<file path="config.mk">
export PLATFORM = sky130hd
export DESIGN_NAME = stopwatch_display_reader
export DESIGN_NICKNAME = d
export VERILOG_FILES = /design/src/rtl/stopwatch_display_reader.sv
export SDC_FILE = /design/constraint.sdc
export NUM_CORES = 1
export LEC_CHECK = 0
export CAP_MARGIN = 40
export CELL_PAD_IN_SITES_DETAIL_PLACEMENT = 1
export CELL_PAD_IN_SITES_GLOBAL_PLACEMENT = 1
export CORE_UTILIZATION = 30
export DETAILED_ROUTE_END_ITERATION = 10
export PLACE_DENSITY = 0.59
export SETUP_SLACK_MARGIN = 0.05
export SKIP_LAST_GASP = 1
export SYNTH_ARGS = -nofsm -noshare
export SYNTH_HDL_FRONTEND = slang
export SYNTH_SLANG_ARGS = --single-unit
</file>
<file path="constraint.sdc">
create_clock -name in_clk -period 12.7 [get_ports in_clk]
set_clock_uncertainty 0.15 [all_clocks]
set_input_delay 3.81 -clock in_clk [delete_from_list [all_inputs] [get_ports in_clk]]
set_output_delay 3.81 -clock in_clk [all_outputs]
set_load 0.02 [all_outputs]
</file>
<file path="src/rtl/stopwatch_display_reader.sv">
// Receive-side monitor for the stopwatch's four seven-segment outputs: debounces the
// segment buses, decodes them back to BCD/seconds and classifies each accepted change.
module stopwatch_display_reader #(
  parameter int STABLE_CYCLES  = 4,
  parameter bit SEG_ACTIVE_LOW = 1'b0
) (
  input  logic        in_clk,
  input  logic        reset,
  input  logic [6:0]  seg_S0,
  input  logic [6:0]  seg_S1,
  input  logic [6:0]  seg_M0,
  input  logic [6:0]  seg_M1,
  input  logic        clear_counts,
  output logic [3:0]  dig_S0,
  output logic [3:0]  dig_S1,
  output logic [3:0]  dig_M0,
  output logic [3:0]  dig_M1,
  output logic [12:0] total_sec,
  output logic        locked,
  output logic        step_up,
  output logic        step_down,
  output logic        step_jump,
  output logic        step_clear,
  output logic        step_err,
  output logic        invalid_seg,
  output logic [15:0] up_count,
  output logic [7:0]  err_count
);

  typedef enum logic [1:0] {
    ST_EMPTY,
    ST_SETTLE,
    ST_LOCKED
  } state_t;

  localparam logic [7:0]  STABLE_LIM = 8'(STABLE_CYCLES);
  localparam logic [7:0]  STABLE_M1  = 8'(STABLE_CYCLES - 1);
  localparam logic [6:0]  SEG_MASK   = SEG_ACTIVE_LOW ? 7'h7F : 7'h00;
  localparam logic [12:0] MOD_SEC    = 13'd6000;

  // {valid, digit}; anything outside the ten legal glyphs (blank included) is invalid
  function automatic logic [4:0] seg_decode(input logic [6:0] p);
    case (p)
      7'h3F:   return {1'b1, 4'd0};
      7'h06:   return {1'b1, 4'd1};
      7'h5B:   return {1'b1, 4'd2};
      7'h4F:   return {1'b1, 4'd3};
      7'h66:   return {1'b1, 4'd4};
      7'h6D:   return {1'b1, 4'd5};
      7'h7D:   return {1'b1, 4'd6};
      7'h07:   return {1'b1, 4'd7};
      7'h7F:   return {1'b1, 4'd8};
      7'h6F:   return {1'b1, 4'd9};
      default: return 5'd0;
    endcase
  endfunction

  // digits packed as {M1, M0, S1, S0}
  function automatic logic [12:0] to_seconds(input logic [15:0] d);
    return 13'(d[15:12]) * 13'd600 + 13'(d[11:8]) * 13'd60
         + 13'(d[7:4]) * 13'd10 + 13'(d[3:0]);
  endfunction

  function automatic logic [15:0] sat_inc16(input logic [15:0] v);
    return (v == 16'hFFFF) ? v : v + 16'd1;
  endfunction

  function automatic logic [7:0] sat_add8(input logic [7:0] v, input logic [1:0] n);
    logic [8:0] s;
    s = {1'b0, v} + 9'(n);
    return s[8] ? 8'hFF : s[7:0];
  endfunction

  logic [4:0]  dec_s0, dec_s1, dec_m0, dec_m1;
  logic [15:0] in_dig;
  logic        in_vld;

  logic [15:0] samp_dig_q;
  logic        samp_vld_q;
  logic        invalid_q, invalid_d;
  logic [7:0]  cnt_q, cnt_d;
  state_t      state_q, state_d;
  logic [15:0] acc_dig_q, acc_dig_d;
  logic [12:0] total_q, total_d;
  logic [4:0]  pulse_q, pulse_d;
  logic [15:0] up_q, up_d;
  logic [7:0]  err_q, err_d;

  logic        same, hit, accept, at_acc;
  logic [12:0] new_total, delta;
  logic [1:0]  err_inc;

  assign dec_s0 = seg_decode(seg_S0 ^ SEG_MASK);
  assign dec_s1 = seg_decode(seg_S1 ^ SEG_MASK);
  assign dec_m0 = seg_decode(seg_M0 ^ SEG_MASK);
  assign dec_m1 = seg_decode(seg_M1 ^ SEG_MASK);
  assign in_dig = {dec_m1[3:0], dec_m0[3:0], dec_s1[3:0], dec_s0[3:0]};
  assign in_vld = dec_s0[4] & dec_s1[4] & dec_m0[4] & dec_m1[4] & (dec_s1[3:0] <= 4'd5);

  // The edge that registers a repeat of the held sample is one "stable" edge, so a
  // pattern first registered at edge N is accepted at edge N+STABLE_CYCLES.
  assign same      = in_vld && samp_vld_q && (in_dig == samp_dig_q);
  assign hit       = same && (cnt_q == STABLE_M1);
  assign at_acc    = in_vld && (in_dig == acc_dig_q);
  assign accept    = hit && ((state_q == ST_EMPTY) || (in_dig != acc_dig_q));
  assign new_total = to_seconds(in_dig);
  // modulo-6000 difference; the 13-bit wrap in the second form cancels out
  assign delta     = (new_total >= total_q) ? (new_total - total_q)
                                            : (new_total + MOD_SEC - total_q);

  always_comb begin
    state_d   = state_q;
    acc_dig_d = acc_dig_q;
    total_d   = total_q;
    pulse_d   = 5'b00000;
    invalid_d = !in_vld;

    if (!same) begin
      cnt_d = 8'd0;
    end else if (cnt_q >= STABLE_LIM) begin
      cnt_d = cnt_q;
    end else begin
      cnt_d = cnt_q + 8'd1;
    end

    if (accept) begin
      acc_dig_d = in_dig;
      total_d   = new_total;
    end

    // classification pulses {up, down, jump, clear, err}, first match wins
    if (accept && (state_q != ST_EMPTY)) begin
      if ((new_total == 13'd0) && (delta != 13'd1)) begin
        pulse_d = 5'b00010;
      end else if (delta == 13'd1) begin
        pulse_d = 5'b10000;
      end else if (delta == 13'd5999) begin
        pulse_d = 5'b01000;
      end else if ((delta == 13'd120) || (delta == 13'd5880)) begin
        pulse_d = 5'b00100;
      end else begin
        pulse_d = 5'b00001;
      end
    end

    case (state_q)
      ST_EMPTY: begin
        if (accept) state_d = ST_LOCKED;
      end
      ST_LOCKED: begin
        if (!accept && !at_acc) state_d = ST_SETTLE;
      end
      ST_SETTLE: begin
        if (accept || at_acc) state_d = ST_LOCKED;
      end
      default: state_d = ST_EMPTY;
    endcase

    err_inc = 2'(pulse_d[0]) + 2'(invalid_d && !invalid_q);
    if (clear_counts) begin
      up_d  = 16'd0;
      err_d = 8'd0;
    end else begin
      up_d  = pulse_d[4] ? sat_inc16(up_q) : up_q;
      err_d = sat_add8(err_q, err_inc);
    end
  end

  always_ff @(posedge in_clk or negedge reset) begin
    if (!reset) begin
      samp_dig_q <= '0;
      samp_vld_q <= 1'b0;
      invalid_q  <= 1'b0;
      cnt_q      <= '0;
      state_q    <= ST_EMPTY;
      acc_dig_q  <= '0;
      total_q    <= '0;
      pulse_q    <= '0;
      up_q       <= '0;
      err_q      <= '0;
    end else begin
      samp_dig_q <= in_dig;
      samp_vld_q <= in_vld;
      invalid_q  <= invalid_d;
      cnt_q      <= cnt_d;
      state_q    <= state_d;
      acc_dig_q  <= acc_dig_d;
      total_q    <= total_d;
      pulse_q    <= pulse_d;
      up_q       <= up_d;
      err_q      <= err_d;
    end
  end

  assign dig_S0      = acc_dig_q[3:0];
  assign dig_S1      = acc_dig_q[7:4];
  assign dig_M0      = acc_dig_q[11:8];
  assign dig_M1      = acc_dig_q[15:12];
  assign total_sec   = total_q;
  assign locked      = (state_q != ST_EMPTY);
  assign step_up     = pulse_q[4];
  assign step_down   = pulse_q[3];
  assign step_jump   = pulse_q[2];
  assign step_clear  = pulse_q[1];
  assign step_err    = pulse_q[0];
  assign invalid_seg = invalid_q;
  assign up_count    = up_q;
  assign err_count   = err_q;

endmodule

</file>
After elaboration in Yosys (flattened, before gate mapping). Cells that the tools add are included.

Add/sub/neg operators: 10. $mul: 3. Order comparisons: 3. Equality and inequality tests: 57. Muxes and demuxes: 21. Bitwise logic cells: 4. Reductions and logical operators: 22.

Operators with widths (number): case mux 5 bit (10 select lines) (4); equality test 7 bit, second input constant (28); equality test 7 x 3 -> 1 bit, second input constant (8); two-way mux 16 bit (3); equality test 16 bit (2); two-way mux 8 bit (4); equality test 7 x 6 -> 1 bit, second input constant (4); equality test 13 bit, second input constant (2); subtractor 13 bit (2); adder 16 x 1 -> 16 bit, second input constant (1); equality test 16 bit, second input constant (1); inequality test 16 bit (1); two-way mux 5 bit (3); adder 13 x 10 -> 13 bit (1); adder 13 bit, second input constant (1); adder 13 x 4 -> 13 bit (1); adder 13 x 8 -> 13 bit (1); equality test 13 x 1 -> 1 bit, second input constant (1); equality test 13 x 7 -> 1 bit, second input constant (1); greater-or-equal comparator 13 bit (1); logical NOT 13 bit (1); two-way mux 13 bit (1); inequality test 13 x 1 -> 1 bit, second input constant (1); multiplier 4 x 7 -> 10 bit, second input constant (1); other kinds (23) (46).

Bits in registers: 86. Bits of input ports: 31. Output and inout port bits: 60. Logic and storage cells: 130.

Logic depth before layout (Yosys ltp). Gate-level depths: netlist of run 1.

Depth in word-level cells: 20. Depth in mapped cells: 40. Depth with buffers taken out: 37.

Worst setup path before layout of run 1. Ideal clock, no wire load.

Path kind: in2reg. Start point: input seg_M0[0]. End point: register err_q[0], in the netlist err_count[0]. Setup time: 79 ps. Data arrival time: 12086 ps. Required time: 12471 ps. Setup slack: 385 ps. Cell stages on the path: 37. Path buffers: 3. Cell sequence: clkbuf_1 > nand2_1 > nor4b_1 > nor3_1 > inv_1 > fa_1 > fa_1 > ha_1 > a21o_1 > a21oi_1 > xnor2_1 > fa_1 > ha_1 > ha_1 > o21a_1 > a211oi_1 > nor2_1 > xor2_1 > ha_1 > clkbuf_1 > inv_1 > ha_1 > nand2_1 > o21ai_0 > o2111ai_1 > o311a_1 > o32ai_4 > nand3_4 > buf_6 > nand4_1 > or2_2 > fa_1 > inv_1 > ha_1 > and4_1 > nand4_1 > a21oi_1.

Longest elaborated chain between the ends: 20. Elaborated cells between the ends (all ways): 50. Classes of those cells: 8 x add/sub; 1 x mul; 1 x order compare; 17 x eq/ne; 9 x mux; 3 x bitwise; 11 x reduce/logical.

RTL lines: from (decl) (RTL line 11) `input logic [6:0] seg_M0,`; equality test 7 bit, or another cell as far along (RTL line 43) `case (p)`; case mux 5 bit (10 select lines) * (RTL line 43); via dec_m0[1] (RTL line 74) `logic [4:0] dec_s0, dec_s1, dec_m0, dec_m1;`; multiplier 4 x 4 -> 8 bit * (RTL line 60) `return 13'(d[15:12]) * 13'd600 + 13'(d[11:8]) * 13'd60`; adder 13 x 10 -> 13 bit * (RTL line 60); adder 13 x 8 -> 13 bit * (RTL line 61) `+ 13'(d[7:4]) * 13'd10 + 13'(d[3:0]);`; adder 13 x 4 -> 13 bit * (RTL line 61); via new_total[10] (RTL line 90) `logic [12:0] new_total, delta;`; [... 7 more ...]; two-way mux 5 bit (RTL line 135) `end else if (delta == 13'd1) begin`; two-way mux 5 bit * (RTL line 133) `if ((new_total == 13'd0) && (delta != 13'd1)) begin`; two-way mux 5 bit * (RTL line 132) `if (accept && (state_q != ST_EMPTY)) begin`; adder 1 x 1 -> 2 bit * (RTL line 159) `err_inc = 2'(pulse_d[0]) + 2'(invalid_d && !invalid_q);`; adder 8 x 2 -> 9 bit * (RTL line 70) `s = {1'b0, v} + 9'(n);`; two-way mux 8 bit * (RTL line 71) `return s[8] ? 8'hFF : s[7:0];`; two-way mux 8 bit * (RTL line 160) `if (clear_counts) begin`; via err_d[0] (RTL line 87) `logic [7:0] err_q, err_d;`; to (signal assigned) (RTL line 191) `err_q <= err_d;`; to (decl) (RTL line 87).

The timed path passes the listed nets; every way through them passes the cells marked *. A chain may end at the register's enable or synchronous reset.

Final worst setup path of run 1.
Start point: input seg_M0[6]. End point: register err_q[6], in the netlist err_count[6].

Same word-level chain as after synthesis.

==> results.ini, run 1 <==
[global_route]
antenna_found_initial = 0
grt_max_degree = 60
grt_pass1_wl_um = 38300
grt_usage = 0.179
grt_pass1_vias = 7323
grt-ovfl-total = 0

[logic_synthesis]
yosysMostFrequentCell = inv_1
yosys-top-cells-area = dfrtp_1, ha_1, fa_1
synth_cell_types = 80
synth_nets = 1021
ys_warn_count = 0
netlist_area_um2 = 7990
synth_top_cell_by_area = dfrtp_1
synth.top_cell.area_share = 0.266
yosys_register_bits = 85
synth_cells = 885
synth_common_cells = inv_1, dfrtp_1, ha_1, a21oi_1, nand2_1
ys_seq_area_frac = 0.266
ys.flop_type = dfrtp_1
synth.avg_cell_area_um2 = 9.03
async_reset_ff_frac = 1.00
synth_edf_count = 0

[sta]
relSlewSlack = 0.459
worst_pin_slew_ns = 0.811
finalCritPeriodShare = 0.962
finalHoldViolCount = 0
setup_ws_ns = 0.480
whs_ns = 0.328
setup_viol = 0
drv_slew = 0
fmax_mhz = 81.8
fin_crit_ns = 12.22

[finish]
drive_gt1_frac = 0.179
fillers = 3036
area.growth.synth_to_final_pct = 29.9
num_antenna_cells = 0
fin_area_um2 = 10400
fin_util = 0.398
fin_nets = 1193

[routing]
routed_wl_um = 23700
drt-initial-drc-count = 370
viasPerCell = 5.15
ant_nets = 0
vias = 7192
drt_first_pass_iters = 4
drc_errors = 0
avgRoutedWirePerCell_um = 16.9

[worst_setup_path]
slowest_stage = clkdlybuf4s50_1
cp_max_fo = 6
slowest_delay_ns = 0.58
crit_path_start_kind = primary input
crit_arrival_ns = 12.34
critical_path_class = primary input to flop
cpMostUsedCell = fa_1
end_kind = flop
worstPathRequired_ns = 12.82

[placement]
gp_congestion = 0.836
port_buffers = 90
placed_cell_area_um2 = 9890
pre_cts_slack_ns = -0.229
dpl.hpwl_um = 18900

[floorplanning]
dieArea_um2 = 27300
die_h_um = 165
core_um2 = 26100
pin_count = 91
initial_utilization = 0.307
rows = 59
die_w_um = 165

[power_and_ir_drop]
power.switching_w = 0.000246
clkPwrFrac = 0.363
peakVddDrop_v = 0.0000567
fin_total_pwr_w = 0.000767
leakagePower_nw = 4.85
power_frac_comb = 0.283
p_int_w = 0.000521
switching_share = 0.321
p_seq_frac = 0.354
p_per_area_nw_per_um2 = 73.9

[cts]
path_clk_slew_ns = 0.07
root_buffer = clkbuf_16
clk_path_buf_depth = 2
clock_latency_ns = 0.35
h-tree-depth = 3
cts_made_buffers = 9
cts.sinks = 85
cts-hold-fix-buffers = 0
tritoncts = done

[run]
maxCapViolCount = 0

[min_path]
hold_path.class = flop to flop

[status]
status = finished, final reports clean

==> worst max-delay path: cells and delay by family <==
family          cells  cell delay (ns)
buf+inv             6             0.98
simple gates       10             2.34
fa+ha+maj          10             3.66
compound gates      7             1.33
xor+xnor            1             0.20
==> routing by layer <==
layer,vias up,GRT usage,wire length (um)
li1,3540,-,-
met1,3544,0.247,11400
met2,97,0.300,11300
met5,-,0,0
met3,11,0.0232,835
met4,0,0.0300,132
==> sequential cells by signal, summed over array words and instances (netlist names) <==
register and flops:
acc_dig_q 16, err_count 8, invalid_seg 1, samp_dig_q 16
samp_vld_q 1, state_q 2, total_sec 12, pulse_q 5
up_count 16, cnt_q 8
==> layout make-up <==
cell class,instances,area [um2],share of cell area
timing repair buffer,188,1660,0.160
clock inverter,6,72.6,0.00699
sequential,85,2130,0.205
multi-input combinational,684,5540,0.534
clock buffer,9,225,0.0217
inverter,89,334,0.0322
tap,335,419,0.0404
==> path summary, 6_finish.rpt <==
kind | slack (ns) | startpoint | end | cells after the start
max | 0.48 | seg_M0[6] | err_count[6]$_DFF_PN0_ | 34
min | 0.33 | cnt_q[6]$_DFFE_PN0P_ | cnt_q[6]$_DFFE_PN0P_ | 1
max reg2reg | 7.58 | total_sec[1]$_DFFE_PN0P_ | err_count[6]$_DFF_PN0_ | 22
min reg2reg | 0.33 | cnt_q[6]$_DFFE_PN0P_ | cnt_q[6]$_DFFE_PN0P_ | 1
max in group asynchronous | 8.05 | reset | total_sec[4]$_DFFE_PN0P_ | 2
min in group asynchronous | 3.22 | reset | up_count[10]$_DFFE_PN0P_ | 1
==> metrics by stage <==
stage,std cells,setup TNS [ns]
6_report,1396,0
5_1_grt,1396,-0.0325
4_1_cts,1391,0
3_5_place_dp,1376,-1.65
3_3_place_gp,1374,-1.01
2_1_floorplan,885,0
==> logic make-up (layout without fill, tap and decap cells) <==
family | Yosys count | in the layout | share of synthesized area
and+or+nand+nor | 303 | 303 | 0.224
AOI/OAI and AO/OA | 186 | 186 | 0.158
buffers and inverters | 116 | 292 | 0.0589
adders and majority gates | 105 | 105 | 0.186
DFF | 85 | 85 | 0.266
xor gates and xnor gates | 59 | 59 | 0.0647
muxes | 31 | 31 | 0.0421
==> repair_timing <==
action,in CTS,in global routing
resized for setup,0,35
endpoints found under the setup margin,0,8
buffers inserted,0,5
==> layout by cell type (no fill, tap or decap), types with 12 or more instances in the layout <==
cell type and instances:
xor2_1 21, fa_1 22, ha_1 77, nand2_1 45, xnor2_1 36, clkdlybuf4s50_1 88
mux2_2 21, nor3_1 25, nor2_1 43, o21ai_0 32, nor4_1 17, nand2b_1 13
nor2b_1 15, nand4_1 26, dfrtp_1 85, or4_1 12, inv_1 89, a21oi_1 50
nand3_1 19, buf_4 98
==> power by group through the flow <==
| stage | combinational, W | clock (W) | sequential, W |
|---|---|---|---|
| after CTS | 0.000213 | 0.000289 | 0.000272 |
| final | 0.000217 | 0.000278 | 0.000272 |
| after global routing | 0.000240 | 0.000299 | 0.000272 |
| after detailed placement | 0.000212 | 0 | 0.000277 |
| after global placement | 0.000210 | 0 | 0.000277 |
| after floorplan | 0.000129 | 0 | 0.000277 |
No activity file was read; power rests on OpenSTA's default activity.
==> run 2, diff against run 1 <==
--- a/config.mk
+++ b/config.mk
@@ -11,6 +11,8 @@
 export CORE_UTILIZATION = 30
 export DETAILED_ROUTE_END_ITERATION = 10
+export MAX_ROUTING_LAYER = met4
 export PLACE_DENSITY = 0.59
 export SETUP_SLACK_MARGIN = 0.05
+export SKIP_CTS_REPAIR_TIMING = 1
 export SKIP_LAST_GASP = 1
 export SYNTH_ARGS = -nofsm -noshare
--- a/constraint.sdc
+++ b/constraint.sdc
@@ -3,3 +3,3 @@
 set_input_delay 3.81 -clock in_clk [delete_from_list [all_inputs] [get_ports in_clk]]
 set_output_delay 3.81 -clock in_clk [all_outputs]
-set_load 0.02 [all_outputs]
+set_load 0.005 [all_outputs]
==> results.ini, run 2 (same netlist as run 1, synthesis figures left out) <==
[worst_setup_path]
critical_path_class = primary input to flop  ; unchanged
slowest_delay_ns = 0.58  ; about the same
crit_arrival_ns = 12.34  ; about the same
worstPathRequired_ns = 12.82  ; about the same
cpMostUsedCell = fa_1  ; unchanged
slowest_stage = clkdlybuf4s50_1  ; unchanged
end_kind = flop  ; unchanged
cp_max_fo = 6  ; unchanged
crit_path_start_kind = primary input  ; unchanged

[status]
status = finished, final reports clean  ; unchanged

[global_route]
grt_pass1_vias = 7319  ; was 7323
grt_usage = 0.184  ; was 0.179
antenna_found_initial = 0  ; unchanged
grt_max_degree = 60  ; unchanged
grt_pass1_wl_um = 38300  ; about the same
grt-ovfl-total = 0  ; unchanged

[power_and_ir_drop]
peakVddDrop_v = 0.0000574  ; was 0.0000567 V
p_per_area_nw_per_um2 = 74.0  ; was 73.9 nW/um2
leakagePower_nw = 4.85  ; unchanged

[cts]
cts_made_buffers = 9  ; unchanged
root_buffer = clkbuf_16  ; unchanged
clk_path_buf_depth = 2  ; unchanged
clock_latency_ns = 0.35  ; about the same
cts.sinks = 85  ; unchanged
tritoncts = done  ; unchanged
h-tree-depth = 3  ; unchanged
path_clk_slew_ns = 0.07  ; about the same

[placement]
dp_cells = 1376  ; unchanged
dpl.hpwl_um = 18900  ; unchanged
gp_congestion = 0.849  ; was 0.836
port_buffers = 90  ; unchanged
placed_cell_area_um2 = 9890  ; unchanged

[floorplanning]
die_h_um = 165  ; unchanged
dieArea_um2 = 27300  ; unchanged
pin_count = 91  ; unchanged
rows = 59  ; unchanged
core_um2 = 26100  ; unchanged
initial_utilization = 0.307  ; unchanged
die_w_um = 165  ; unchanged

[run]
maxCapViolCount = 0  ; unchanged

[sta]
finalHoldViolCount = 0  ; unchanged
worst_pin_slew_ns = 0.812  ; was 0.811 ns
finalCritPeriodShare = 0.962  ; about the same
fin_setup_tns_ns = 0  ; unchanged
relSlewSlack = 0.459  ; about the same
whs_ns = 0.328  ; about the same
fin_crit_ns = 12.22  ; about the same
drv_slew = 0  ; unchanged
fmax_mhz = 81.8  ; about the same
setup_viol = 0  ; unchanged

[routing]
drt_first_pass_iters = 4  ; unchanged
ant_nets = 0  ; unchanged
drt-initial-drc-count = 343  ; was 370
routed_wl_um = 23700  ; about the same
avgRoutedWirePerCell_um = 16.9  ; about the same
drc_errors = 0  ; unchanged
vias = 7209  ; was 7192
viasPerCell = 5.16  ; was 5.15

[finish]
fin_area_um2 = 10400  ; unchanged
drive_gt1_frac = 0.179  ; unchanged
num_antenna_cells = 0  ; unchanged
fin_nets = 1193  ; unchanged
final_cell_mix = buf_4, inv_1, clkdlybuf4s50_1, dfrtp_1, ha_1  ; unchanged
fin_util = 0.398  ; unchanged
final_cell_count_no_fill = 1396  ; unchanged
final_common_cell = buf_4  ; unchanged
area.growth.synth_to_final_pct = 29.9  ; unchanged

[min_path]
hold_path.class = flop to flop  ; unchanged

-- run 2: through the flow --
step,setup slack (ns),power (W)
after floorplan,0.391,0.000407
after global placement,-0.159,0.000487
after detailed placement,-0.229,0.000489
after CTS,0.0893,0.000774
after global routing,-0.0329,0.000811
final,0.481,0.000768
-- run 2: final cells by class --
class / count / area [um2]
clock buffers: 9 / 225
clock inverters: 6 / 72.6
fillers: 3036 / 15700
inverters: 89 / 334
multi-input cells: 684 / 5540
flip-flops and latches: 85 / 2130
well taps: 335 / 419
repair buffers: 188 / 1660
-- run 2: metal layers --
layer  global-route usage  vias up  routed length [um]
li1                     -     3538                   -
met1                0.248     3553               11400
met2                0.299      102               11200
met3               0.0200       16                 903
met4               0.0350        0                 188
met5                    -        -                   0
-- run 2: critical path, delay by kind of cell --
kind / cells / cell delay [ns]
fa+ha+maj: 10 / 3.66
simple gates: 10 / 2.34
compound gates: 7 / 1.33
buf+inv: 6 / 0.99
xor+xnor: 1 / 0.20
-- run 2: path summary, 6_finish.rpt --
path | depth (start not counted) | from | endpoint | slack (ns)
min in group asynchronous | 1 | reset | up_count[10]$_DFFE_PN0P_ | 3.22
setup reg to reg | 22 | total_sec[1]$_DFFE_PN0P_ | err_count[6]$_DFF_PN0_ | 7.58
hold reg to reg | 1 | cnt_q[6]$_DFFE_PN0P_ | cnt_q[6]$_DFFE_PN0P_ | 0.33
hold / removal | 1 | cnt_q[6]$_DFFE_PN0P_ | cnt_q[6]$_DFFE_PN0P_ | 0.33
setup / recovery | 34 | seg_M0[6] | err_count[6]$_DFF_PN0_ | 0.48
max in group asynchronous | 2 | reset | total_sec[4]$_DFFE_PN0P_ | 8.04
-- run 2: report_power, final --
group	switching (W)	internal, W	total, W
Clock	0.000125	0.000154	0.000279
Combinational	0.000121	0.0000955	0.000217
Sequential	0.000000399	0.000271	0.000272
==> run 3, diff against run 2 <==
==> constraint.sdc (replaced) <==
create_clock -name in_clk -period 12.7 [get_ports in_clk]
set_clock_uncertainty 0.15 [all_clocks]
set_input_delay 1.27 -clock in_clk [delete_from_list [all_inputs] [get_ports in_clk]]
set_output_delay 1.27 -clock in_clk [all_outputs]
set_load 0.005 [all_outputs]
==> results.ini, run 3 (same netlist as run 1, synthesis figures left out) <==
[placement]
dpl.hpwl_um = 18100  ; was 18900 um
pre_cts_slack_ns = 1.21  ; was -0.229 ns
placed_cell_area_um2 = 9240  ; was 9890 um2
port_buffers = 90  ; unchanged
dp_cells = 1289  ; was 1376
gp_congestion = 0.841  ; was 0.849

[worst_setup_path]
reg2reg_to = err_count[4]$_DFF_PN0_  ; was err_count[6]$_DFF_PN0_
slowest_delay_ns = 0.66  ; was 0.58 ns
r2r_slack_ns = 7.33  ; was 7.58 ns
ff2ff_path_depth = 18  ; was 22
r2r-start = total_sec[3]$_DFFE_PN0P_  ; was total_sec[1]$_DFFE_PN0P_
critical_path_class = primary input to flop  ; unchanged
slowest_stage = clkdlybuf4s50_1  ; unchanged
worstPathRequired_ns = 12.82  ; about the same
cp_max_fo = 27  ; was 6
crit_arrival_ns = 11.32  ; was 12.34 ns
end_kind = flop  ; unchanged
cpMostUsedCell = ha_1  ; was fa_1
crit_path_start_kind = primary input  ; unchanged

[floorplanning]
die_w_um = 165  ; unchanged
core_um2 = 26100  ; unchanged
rows = 59  ; unchanged
initial_utilization = 0.307  ; unchanged
die_h_um = 165  ; unchanged
pin_count = 91  ; unchanged
dieArea_um2 = 27300  ; unchanged

[sta]
fin_crit_ns = 11.19  ; was 12.22 ns
setup_ws_ns = 1.51  ; was 0.481 ns
fmax_mhz = 89.3  ; was 81.8 MHz
drv_slew = 0  ; unchanged
finalCritPeriodShare = 0.881  ; was 0.962
worst_pin_slew_ns = 0.801  ; was 0.812 ns
rsz0062_at_grt = no
relSlewSlack = 0.461  ; was 0.459
fin_setup_tns_ns = 0  ; unchanged
finalHoldViolCount = 0  ; unchanged
whs_ns = 0.329  ; was 0.328 ns
setup_viol = 0  ; unchanged

[cts]
path_clk_slew_ns = 0.07  ; about the same
tritoncts = done  ; unchanged
clk_path_buf_depth = 2  ; unchanged
clock_latency_ns = 0.35  ; about the same
cts_made_buffers = 9  ; unchanged
cts.sinks = 85  ; unchanged
h-tree-depth = 3  ; unchanged
root_buffer = clkbuf_16  ; unchanged

[global_route]
grt_usage = 0.176  ; was 0.184
grt-ovfl-total = 0  ; unchanged
grt_pass1_vias = 6736  ; was 7319
grt_max_degree = 57  ; was 60
grt_pass1_wl_um = 36600  ; was 38300 um
antenna_found_initial = 0  ; unchanged

[routing]
viasPerCell = 5.21  ; was 5.16
drt-initial-drc-count = 315  ; was 343
avgRoutedWirePerCell_um = 17.4  ; was 16.9 um
vias = 6793  ; was 7209
routed_wl_um = 22700  ; was 23700 um
drt_first_pass_iters = 4  ; unchanged
drc_errors = 0  ; unchanged
ant_nets = 0  ; unchanged

[min_path]
holdCritStartpoint = cnt_q[7]$_DFFE_PN0P_  ; was cnt_q[6]$_DFFE_PN0P_
min_to = cnt_q[7]$_DFFE_PN0P_  ; was cnt_q[6]$_DFFE_PN0P_
hold_path.class = flop to flop  ; unchanged
holdPathStages = 1  ; unchanged

[power_and_ir_drop]
leakagePower_nw = 4.38  ; was 4.85 nW
peakVddDrop_v = 0.0000659  ; was 0.0000574 V
p_per_area_nw_per_um2 = 79.1  ; was 74.0 nW/um2

[finish]
fin_nets = 1101  ; was 1193
area.growth.synth_to_final_pct = 19.6  ; was 29.9%
num_antenna_cells = 0  ; unchanged
fin_area_um2 = 9560  ; was 10400 um2
final_cell_count_no_fill = 1304  ; was 1396
fillers = 3013  ; was 3036
drive_gt1_frac = 0.0722  ; was 0.179
final_cell_mix = inv_1, clkdlybuf4s50_1, dfrtp_1, ha_1, a21oi_1  ; was buf_4, inv_1, clkdlybuf4s50_1, dfrtp_1, ha_1

[run]
maxCapViolCount = 0  ; unchanged

[status]
status = finished, final reports clean  ; unchanged

run 3: cell types whose count changed in the layout (fill, tap and decap cells not counted), sizes merged:
cell,previous run,this run
clkdlybuf4s50,88,89
clkinvlp,3,1
dlymetal6s2s,1,0
clkinv,0,1
buf,99,7
bufinv,1,2
run 3: cell type report:
class | instances | area, um2 | share of cell area
Clock buffer | 9 | 225 | 0.0236
Clock inverter | 6 | 96.3 | 0.0101
Inverter | 89 | 334 | 0.0350
Multi-Input combinational cell | 684 | 5390 | 0.564
Sequential cell | 85 | 2130 | 0.223
Tap cell | 335 | 419 | 0.0439
Timing Repair Buffer | 96 | 963 | 0.101
run 3: worst max-delay path: cells and delay by family:
kind	cells	cell delay [ns]
xor+xnor	2	0.44
simple gates	10	3.16
fa+ha+maj	9	3.28
buf+inv	3	1.05
compound gates	10	2.11
run 3: worst max path at each step:
stage | cells after the start | end | slack, ns | from
after floorplan | 37 | err_count[0]$_DFF_PN0_ | 2.93 | seg_M0[0]
after global placement | 35 | err_count[4]$_DFF_PN0_ | 1.48 | seg_M0[5]
after detailed placement | 34 | err_count[4]$_DFF_PN0_ | 1.21 | seg_M0[5]
after CTS | 34 | err_count[4]$_DFF_PN0_ | 1.54 | seg_M0[5]
after global routing | 34 | err_count[4]$_DFF_PN0_ | 0.68 | seg_M0[0]
final | 34 | err_count[4]$_DFF_PN0_ | 1.51 | seg_M0[5]
run 3: power breakdown:
part | switching, W | total, W | internal, W
logic | 0.000115 | 0.000189 | 0.0000741
registers | 0.000000384 | 0.000272 | 0.000271
clock network | 0.000121 | 0.000295 | 0.000174
total | 0.000236 | 0.000756 | 0.000520
run 3: stage by stage:
| stage | power [W] | utilization |
|---|---|---|
| 3_5_place_dp | 0.000466 | 0.354 |
| 4_1_cts | 0.000767 | 0.367 |
| 2_1_floorplan | 0.000407 | - |
| 3_3_place_gp | 0.000465 | 0.353 |
| 5_1_grt | 0.000795 | 0.367 |
| 6_report | 0.000756 | 0.367 |
run 3: layer usage:
| metal | vias up | wire length, um | GRT usage |
|---|---|---|---|
| met1 | 3328 | 11500 | 0.246 |
| met3 | 7 | 672 | 0.0232 |
| met2 | 83 | 10400 | 0.277 |
| met4 | 0 | 83 | 0.0217 |
| met5 | - | 0 | - |
| li1 | 3375 | - | - |
